`config.mk`:
```
export PLATFORM = sky130hd
export DESIGN_NAME = csm_arbiter
export DESIGN_NICKNAME = d
export VERILOG_FILES = /design/src/rtl/csm_pkg.sv /design/src/rtl/csm_lock_table.sv /design/src/rtl/csm_arbiter.sv
export SDC_FILE = /design/constraint.sdc
export NUM_CORES = 1
export LEC_CHECK = 0
export ABC_AREA = 1
export BUFFER_PORTS_ARGS = -buffer_cell sky130_fd_sc_hd__buf_2
export CAP_MARGIN = 20
export CELL_PAD_IN_SITES_DETAIL_PLACEMENT = 0
export CELL_PAD_IN_SITES_GLOBAL_PLACEMENT = 2
export CORE_MARGIN = 2
export CORE_UTILIZATION = 36
export CTS_CLUSTER_DIAMETER = 40
export DETAILED_ROUTE_END_ITERATION = 16
export PLACE_DENSITY = 0.81
export SETUP_SLACK_MARGIN = 0.5
export SYNTH_ARGS = -nofsm -noshare
export SYNTH_HDL_FRONTEND = slang
export SYNTH_SLANG_ARGS = --single-unit
```
`constraint.sdc`:
```
create_clock -name clk -period 4.2 [get_ports clk]
set_input_delay 0.84 -clock clk [delete_from_list [all_inputs] [get_ports clk]]
set_output_delay 0.84 -clock clk [all_outputs]
set_load 0.01 [all_outputs]
```
`src/rtl/csm_pkg.sv`:
```
// Shared types for the dual-processor memory arbiter: FSM states, error codes,
// port identifiers and the lock-table entry layout.
package csm_pkg;

    localparam int CSM_AD_W         = 8;
    localparam int CSM_LOCK_ENTRIES = 4;

    typedef enum logic [2:0] {
        IDLE  = 3'd0,
        CHECK = 3'd1,
        WREQ  = 3'd2,
        WDATA = 3'd3,
        WRITE = 3'd4,
        RDATA = 3'd5,
        RWAIT = 3'd6,
        RESP  = 3'd7
    } state_t;

    typedef enum logic [1:0] {
        ERR_OK     = 2'b00,
        ERR_LOCKED = 2'b01,
        ERR_NOLOCK = 2'b10,
        ERR_FULL   = 2'b11
    } err_t;

    typedef enum logic {
        PORT_A = 1'b0,
        PORT_B = 1'b1
    } port_t;

    typedef struct packed {
        logic                valid;
        port_t               owner;
        logic [CSM_AD_W-1:0] addr;
    } lock_entry_t;

    function automatic port_t other_port(input port_t p);
        return (p == PORT_A) ? PORT_B : PORT_A;
    endfunction

endpackage

```
`src/rtl/csm_lock_table.sv`:
```
// Small CAM of held addresses. Lookup is combinational on the latched request;
// alloc/free strobes commit at the end of the CHECK cycle.
module csm_lock_table
    import csm_pkg::*;
#(
    parameter  int ENTRIES = CSM_LOCK_ENTRIES,
    localparam int IW      = (ENTRIES > 1) ? $clog2(ENTRIES) : 1
) (
    input  logic                clk,
    input  logic                reset_n,
    input  logic [CSM_AD_W-1:0] addr_i,
    input  port_t               port_i,
    input  logic                alloc_i,
    input  logic                free_i,
    output logic                hit_self_o,
    output logic                hit_other_o,
    output logic                free_avail_o,
    output logic [IW-1:0]       free_idx_o
);

    lock_entry_t [ENTRIES-1:0] tbl_q, tbl_d;
    logic [ENTRIES-1:0]        self_vec, other_vec, free_vec;

    always_comb begin
        self_vec  = '0;
        other_vec = '0;
        free_vec  = '0;
        for (int i = 0; i < ENTRIES; i++) begin
            free_vec[i] = !tbl_q[i].valid;
            if (tbl_q[i].valid && (tbl_q[i].addr == addr_i)) begin
                self_vec[i]  = (tbl_q[i].owner == port_i);
                other_vec[i] = (tbl_q[i].owner != port_i);
            end
        end
    end

    // Descending scan so the lowest free slot is the one that sticks.
    always_comb begin
        free_idx_o = '0;
        for (int i = ENTRIES - 1; i >= 0; i--) begin
            if (free_vec[i]) free_idx_o = i[IW-1:0];
        end
    end

    assign hit_self_o   = |self_vec;
    assign hit_other_o  = |other_vec;
    assign free_avail_o = |free_vec;

    always_comb begin
        tbl_d = tbl_q;
        if (free_i) begin
            for (int i = 0; i < ENTRIES; i++) begin
                if (self_vec[i]) tbl_d[i].valid = 1'b0;
            end
        end
        if (alloc_i && free_avail_o) begin
            tbl_d[free_idx_o].valid = 1'b1;
            tbl_d[free_idx_o].owner = port_i;
            tbl_d[free_idx_o].addr  = addr_i;
        end
    end

    always_ff @(posedge clk or negedge reset_n) begin
        if (!reset_n) tbl_q <= '0;
        else          tbl_q <= tbl_d;
    end

endmodule

```
`src/rtl/csm_arbiter.sv`:
```
// Round-robin arbiter sequencing port A/B read, write, hold and release requests
// onto a shared single-port memory. Every output is a flop fed from next-state decode.
module csm_arbiter
    import csm_pkg::*;
#(
    parameter int AD_W         = CSM_AD_W,
    parameter int LOCK_ENTRIES = CSM_LOCK_ENTRIES
) (
    input  logic            clk,
    input  logic            reset_n,
    input  logic [AD_W-1:0] A_in_AD,
    input  logic            A_enable,
    input  logic            A_rw,
    input  logic            A_hold,
    input  logic            A_release,
    output logic            A_ack,
    output logic [1:0]      A_err,
    output logic [AD_W-1:0] A_out_data,
    input  logic [AD_W-1:0] B_in_AD,
    input  logic            B_enable,
    input  logic            B_rw,
    input  logic            B_hold,
    input  logic            B_release,
    output logic            B_ack,
    output logic [1:0]      B_err,
    output logic [AD_W-1:0] B_out_data,
    output logic [AD_W-1:0] mem_addr,
    output logic [AD_W-1:0] mem_wdata,
    output logic            mem_we,
    output logic            mem_re,
    input  logic [AD_W-1:0] mem_rdata
);

    localparam int IW = (LOCK_ENTRIES > 1) ? $clog2(LOCK_ENTRIES) : 1;

    state_t          state_q, state_d;
    port_t           port_q, port_d, last_q, last_d, win;
    logic [AD_W-1:0] addr_q, addr_d;
    logic            rw_q, rw_d, hold_q, hold_d, rel_q, rel_d;

    logic            a_ack_q, a_ack_d, b_ack_q, b_ack_d;
    logic [1:0]      a_err_q, a_err_d, b_err_q, b_err_d;
    logic [AD_W-1:0] a_out_q, a_out_d, b_out_q, b_out_d;
    logic [AD_W-1:0] mem_addr_q, mem_addr_d, mem_wdata_q, mem_wdata_d;
    logic            mem_we_q, mem_we_d, mem_re_q, mem_re_d;

    err_t            chk_err;
    logic            lk_alloc, lk_free;
    logic            hit_self, hit_other, free_avail;
    logic [IW-1:0]   free_idx;
    logic [AD_W-1:0] cur_ad;

    csm_lock_table #(.ENTRIES(LOCK_ENTRIES)) u_locks (
        .clk          (clk),
        .reset_n      (reset_n),
        .addr_i       (addr_q),
        .port_i       (port_q),
        .alloc_i      (lk_alloc),
        .free_i       (lk_free),
        .hit_self_o   (hit_self),
        .hit_other_o  (hit_other),
        .free_avail_o (free_avail),
        .free_idx_o   (free_idx)
    );

    assign cur_ad = (port_q == PORT_A) ? A_in_AD : B_in_AD;

    always_comb begin
        state_d  = state_q;
        port_d   = port_q;
        last_d   = last_q;
        addr_d   = addr_q;
        rw_d     = rw_q;
        hold_d   = hold_q;
        rel_d    = rel_q;
        win      = PORT_A;
        chk_err  = ERR_OK;
        lk_alloc = 1'b0;
        lk_free  = 1'b0;
        case (state_q)
            IDLE: begin
                if (A_enable || B_enable) begin
                    if (A_enable && B_enable) win = other_port(last_q);
                    else                      win = A_enable ? PORT_A : PORT_B;
                    port_d  = win;
                    last_d  = win;
                    addr_d  = (win == PORT_A) ? A_in_AD   : B_in_AD;
                    rw_d    = (win == PORT_A) ? A_rw      : B_rw;
                    hold_d  = (win == PORT_A) ? A_hold    : B_hold;
                    rel_d   = (win == PORT_A) ? A_release : B_release;
                    state_d = CHECK;
                end
            end
            CHECK: begin
                // Release outranks everything, including hold and a foreign lock.
                if (rel_q) begin
                    state_d = RESP;
                    if (hit_self) lk_free = 1'b1;
                    else          chk_err = ERR_NOLOCK;
                end else if (hit_other) begin
                    state_d = RESP;
                    chk_err = ERR_LOCKED;
                end else if (hold_q && !hit_self && !free_avail) begin
                    state_d = RESP;
                    chk_err = ERR_FULL;
                end else begin
                    lk_alloc = hold_q && !hit_self;
                    state_d  = rw_q ? WREQ : RDATA;
                end
            end
            WREQ:    state_d = WDATA;
            WDATA:   state_d = WRITE;
            WRITE:   state_d = IDLE;
            RDATA:   state_d = RWAIT;
            RWAIT:   state_d = RESP;
            RESP:    state_d = IDLE;
            default: state_d = IDLE;
        endcase
    end

    // Outputs decoded from the state being entered, so they appear with it.
    always_comb begin
        a_ack_d     = (state_d == WREQ || state_d == RESP) && (port_d == PORT_A);
        b_ack_d     = (state_d == WREQ || state_d == RESP) && (port_d == PORT_B);
        a_err_d     = (a_ack_d && state_q == CHECK) ? chk_err : ERR_OK;
        b_err_d     = (b_ack_d && state_q == CHECK) ? chk_err : ERR_OK;
        mem_re_d    = (state_d == RDATA);
        mem_we_d    = (state_d == WRITE);
        mem_addr_d  = (mem_re_d || mem_we_d) ? addr_q : '0;
        mem_wdata_d = mem_we_d ? cur_ad : '0;
        a_out_d     = a_out_q;
        b_out_d     = b_out_q;
        if (state_q == RWAIT) begin
            if (port_q == PORT_A) a_out_d = mem_rdata;
            else                  b_out_d = mem_rdata;
        end
    end

    always_ff @(posedge clk or negedge reset_n) begin
        if (!reset_n) begin
            state_q     <= IDLE;
            port_q      <= PORT_A;
            last_q      <= PORT_B;
            addr_q      <= '0;
            rw_q        <= 1'b0;
            hold_q      <= 1'b0;
            rel_q       <= 1'b0;
            a_ack_q     <= 1'b0;
            b_ack_q     <= 1'b0;
            a_err_q     <= '0;
            b_err_q     <= '0;
            a_out_q     <= '0;
            b_out_q     <= '0;
            mem_addr_q  <= '0;
            mem_wdata_q <= '0;
            mem_we_q    <= 1'b0;
            mem_re_q    <= 1'b0;
        end else begin
            state_q     <= state_d;
            port_q      <= port_d;
            last_q      <= last_d;
            addr_q      <= addr_d;
            rw_q        <= rw_d;
            hold_q      <= hold_d;
            rel_q       <= rel_d;
            a_ack_q     <= a_ack_d;
            b_ack_q     <= b_ack_d;
            a_err_q     <= a_err_d;
            b_err_q     <= b_err_d;
            a_out_q     <= a_out_d;
            b_out_q     <= b_out_d;
            mem_addr_q  <= mem_addr_d;
            mem_wdata_q <= mem_wdata_d;
            mem_we_q    <= mem_we_d;
            mem_re_q    <= mem_re_d;
        end
    end

    assign A_ack      = a_ack_q;
    assign A_err      = a_err_q;
    assign A_out_data = a_out_q;
    assign B_ack      = b_ack_q;
    assign B_err      = b_err_q;
    assign B_out_data = b_out_q;
    assign mem_addr   = mem_addr_q;
    assign mem_wdata  = mem_wdata_q;
    assign mem_we     = mem_we_q;
    assign mem_re     = mem_re_q;

endmodule
```
* After elaboration in Yosys (flattened, before gate mapping)
Index checks and enable logic that the tools add are counted.
Operators by class: $lt $le $gt $ge 2, eq/ne operators 23, mux-type cells 64, bitwise operators 2, reduce and logical (&&, ||, !) cells 30
Operator list (count):
- $bwmux W40 | 3
- $demux W10 S2 | 3
- $mux W40 | 1
- $mux W8 | 5
- $mux W1 | 33
- $eq A8 B8 Y1 | 4
- $mux W2 | 11
- $eq A3 B3 Y1 const B | 7
- $pmux W3 S7 | 1
- $mux W3 | 5
- $logic_and A1 B1 Y1 | 13
- $reduce_or A4 Y1 | 3
- $mux W10 | 1
- $eq A3 B2 Y1 const B | 3
- $mux W9 | 1
- $logic_not A1 Y1 | 6
- $reduce_and A2 Y1 | 3
- $eq A1 B1 Y1 | 4
- $ne A1 B1 Y1 | 4
- $eq A3 B1 Y1 const B | 1
- $logic_not A3 Y1 | 1
- $logic_or A1 B1 Y1 | 3
- $lt A2 B3 Y1 const B | 1
- $ge A2 B1 Y1 const B | 1
- other kinds (2) | 3
Storage, ports and cells: flip-flop bits (word level) 96, input bits 34, logic and storage cells 150

* Depth between registers and ports, before layout
depth after elaboration 16, depth in mapped cells 17, mapped depth without buffers 16

* Hierarchy
From an unflattened synthesis, not the netlist that was laid out.
Unflattened totals: cells, all modules 573, area, all modules 4697.0 um2
Modules (own cells, without submodules):
- csm_arbiter | instances 1, cells each 261, area each 2363.5 um2, sequential area each 1402.6 um2
- csm_lock_table | instances 1, cells each 312, area each 2333.5 um2, sequential area each 1001.0 um2

* Worst setup path before layout
No wires, ideal clock.
kind register -> register, from reg addr_q[5], to reg (tool-made name), library setup time 119 ps, arrival 1739 ps, data required time 4081 ps, setup slack 2341 ps, stages on the path, launching flop included 16, buffers on the path 2, period minus slack after synthesis 1859 ps, cell sequence dfrtp_1 > inv_2 > nand2_1 > nand2_1 > inv_1 > nand3_1 > nor2_1 > nand3_1 > nand2_2 > nor3_2 > nand2_2 > or2_1 > buf_6 > buf_6 > nand2_2 > o21ai_2
RTL lines:
- from (decl) | line csm_arbiter.sv:38 | logic [AD_W-1:0] addr_q, addr_d;
- from (signal assigned) | line csm_arbiter.sv:162 | addr_q <= addr_d;

==> reports/qor.txt <==
Status -> finished clean
Placer Congestion -> 0.814
Min Hold Slack -> 371 ps
ANT cells -> 0
Clock Skew -> 9.67 ps
Initial core utilization -> 37.1%
GRT Residual Overflow -> 0
# rows -> 40
1st-pass router iterations -> 4
Layout area overhead -> 19.0%
Post-synthesis cell count -> 545
Core area -> 12100 um^2
Pwr Density -> 756 nW/um^2
Achievable Freq -> 398 MHz
Mapped cell area -> 4500 um^2
Critical Path AT -> 2730 ps
CTS Hold Bufs -> 0
Global-route wire length before repair -> 17.9 mm
Slew Limit Fails -> 0
Syn Area/Cell -> 8.25 um^2
Reg2reg start -> port_q
Cts bufs inserted -> 9
Final Hold Fails -> 0
Final ANT Viol Nets -> 0
CP startpoint -> port_q
Fin crit share -> 59.9%
RSZ-0062 raised after global routing -> no
Layout net count -> 650
Startpoint Class -> flop
Post-CTS Setup Bufs -> 0
Share of cells above drive strength 1 -> 21.4%
Tightest Pin Transition -> 800 ps
# IOs -> 74
Minimum clock period -> 2510 ps
Unique masters post-synth -> 34
CTS resizes -> 0
Crit-path max FO -> 23
Peak supply drop -> 0.251 mV
Via-to-Cell Ratio -> 4.52
DIE WIDTH -> 116 um
Chip height -> 116 um
CP required -> 4420 ps
Final TNS setup -> 0 ps
Largest net degree at the start of global routing -> 84
Crit. End Element -> flop
Commonest non-fill, non-tap cell in the layout -> nand2_1
Total track usage -> 17.5%
WS Path Type -> reg -> reg
Static Leakage -> 2.82 nW
H-tree depth -> 3
CTS sink cnt -> 96
Final setup violation count -> 0
Syn. warnings -> 0
Detailed Route Iter0 Violations -> 147
Residual DRC -> 0
Initial antenna violation count -> 0
Normalized max-slew margin -> 46.7%
Die ar. -> 13400 um^2
Clk Latency, worst-skew pair -> 350 ps
Clock root buffer master -> clkbuf_16
HPWL after DPL -> 7.58 mm
Reg2reg setup slack -> 1690 ps
IO buf count -> 73
FF+latch count, synth -> 96
Vias -> 3570
Clk buf depth -> 2
WL final -> 10.8 mm
Most frequent cells in the layout -> nand2_1 (161), dfrtp_1 (95), buf_2 (72), inv_1 (62), o21ai_0 (59)
Clock slew at reported path FFs -> 70 ps
HP Class -> in -> async
Vias in the first global route -> 3521
Worst r2r path cells -> 11
Sequential area share after synthesis -> 53.4%
Wire per inst -> 13.7 um
CTS tree -> done
Syn nets -> 579
Fillers -> 1266
Max-cap violations -> 0
synthesized netlist by cell type (all sizes together):
cell,instances,area (um^2)
a211oi,8,60.1
nor4,1,6.26
nor3,5,35.0
or2,1,6.26
nand3,21,125
nand2,170,661
inv,74,278
buf,9,61.3
clkbuf,7,26.3
dfstp,1,26.3
nor2,49,199
o22ai,1,6.26
a21oi,3,15.0
xor2,9,78.8
mux2i,3,30.0
o21ai,79,433
clkinv,1,3.75
dfrtp,95,2380
xnor2,1,8.76
nand4,5,46.3
a21boi,1,7.51
nand3b,1,7.51
critical path, cell delays in order, from the launching register on:
cell	delay, ps
dfrtp_1	860
xor2_1	250
inv_1	60
nand3_1	110
nand2_2	80
nor2_4	110
nand2_2	60
inv_2	50
nand2_2	50
or2_1	500
nand2_1	190
o21ai_2	70
per-stage QoR:
step,power (W),area (um^2),setup WS [ps],cells,utilization [%]
detailed placement,0.00317,5000,1690,772,41.3
floorplan,0.00265,4500,2340,545,-
global route,0.00441,5350,1430,789,44.2
CTS,0.00409,5330,1670,788,44.0
global placement,0.00315,5000,1740,772,41.3
finish,0.00405,5350,1690,789,44.2
worst min path at each step:
| stage | startpoint | end | slack (ps) | cells after the start |
|---|---|---|---|---|
| CTS | last_q | last_q | 470 | 2 |
| detailed placement | last_q | last_q | 460 | 2 |
| global route | reset_n | addr_q[1] | 380 | 1 |
| global placement | last_q | last_q | 450 | 2 |
| floorplan | last_q | last_q | 440 | 2 |
| finish | reset_n | mem_addr[5] | 370 | 1 |
routing by layer:
metal | global-route usage [%] | vias up | routed length [um]
li1 | - | 1854 | -
met2 | 26.0 | 68 | 4720
met3 | 4.08 | 12 | 529
met4 | 6.90 | 0 | 172
met1 | 24.8 | 1636 | 5390
met5 | 0 | - | 0
logic make-up after synthesis:
| family | synth area share [%] |
|---|---|
| flip-flops | 53.4 |
| multiplexers | 0.668 |
| AND/OR/NAND/NOR | 24.1 |
| AO/OA/AOI/OAI | 11.6 |
| buffers and inverters | 8.21 |
| XOR/XNOR | 1.95 |
power by group:
part           switching [W]  internal, W  leakage (nW)
Combinational       0.000943     0.000528          1.43
Clock               0.000367     0.000541         0.153
Sequential          0.000359      0.00131          1.25
area by class of cell:
cell class | count | area [um^2] | area share [%]
Multi-Input combinational cell | 358 | 1730 | 32.2
Timing Repair Buffer | 76 | 410 | 7.67
Clock inverter | 4 | 76.3 | 1.43
Clock buffer | 12 | 246 | 4.60
Sequential cell | 96 | 2400 | 44.9
Inverter | 75 | 282 | 5.26
Tap cell | 168 | 210 | 3.93
Power figures use the tool's default switching activity.
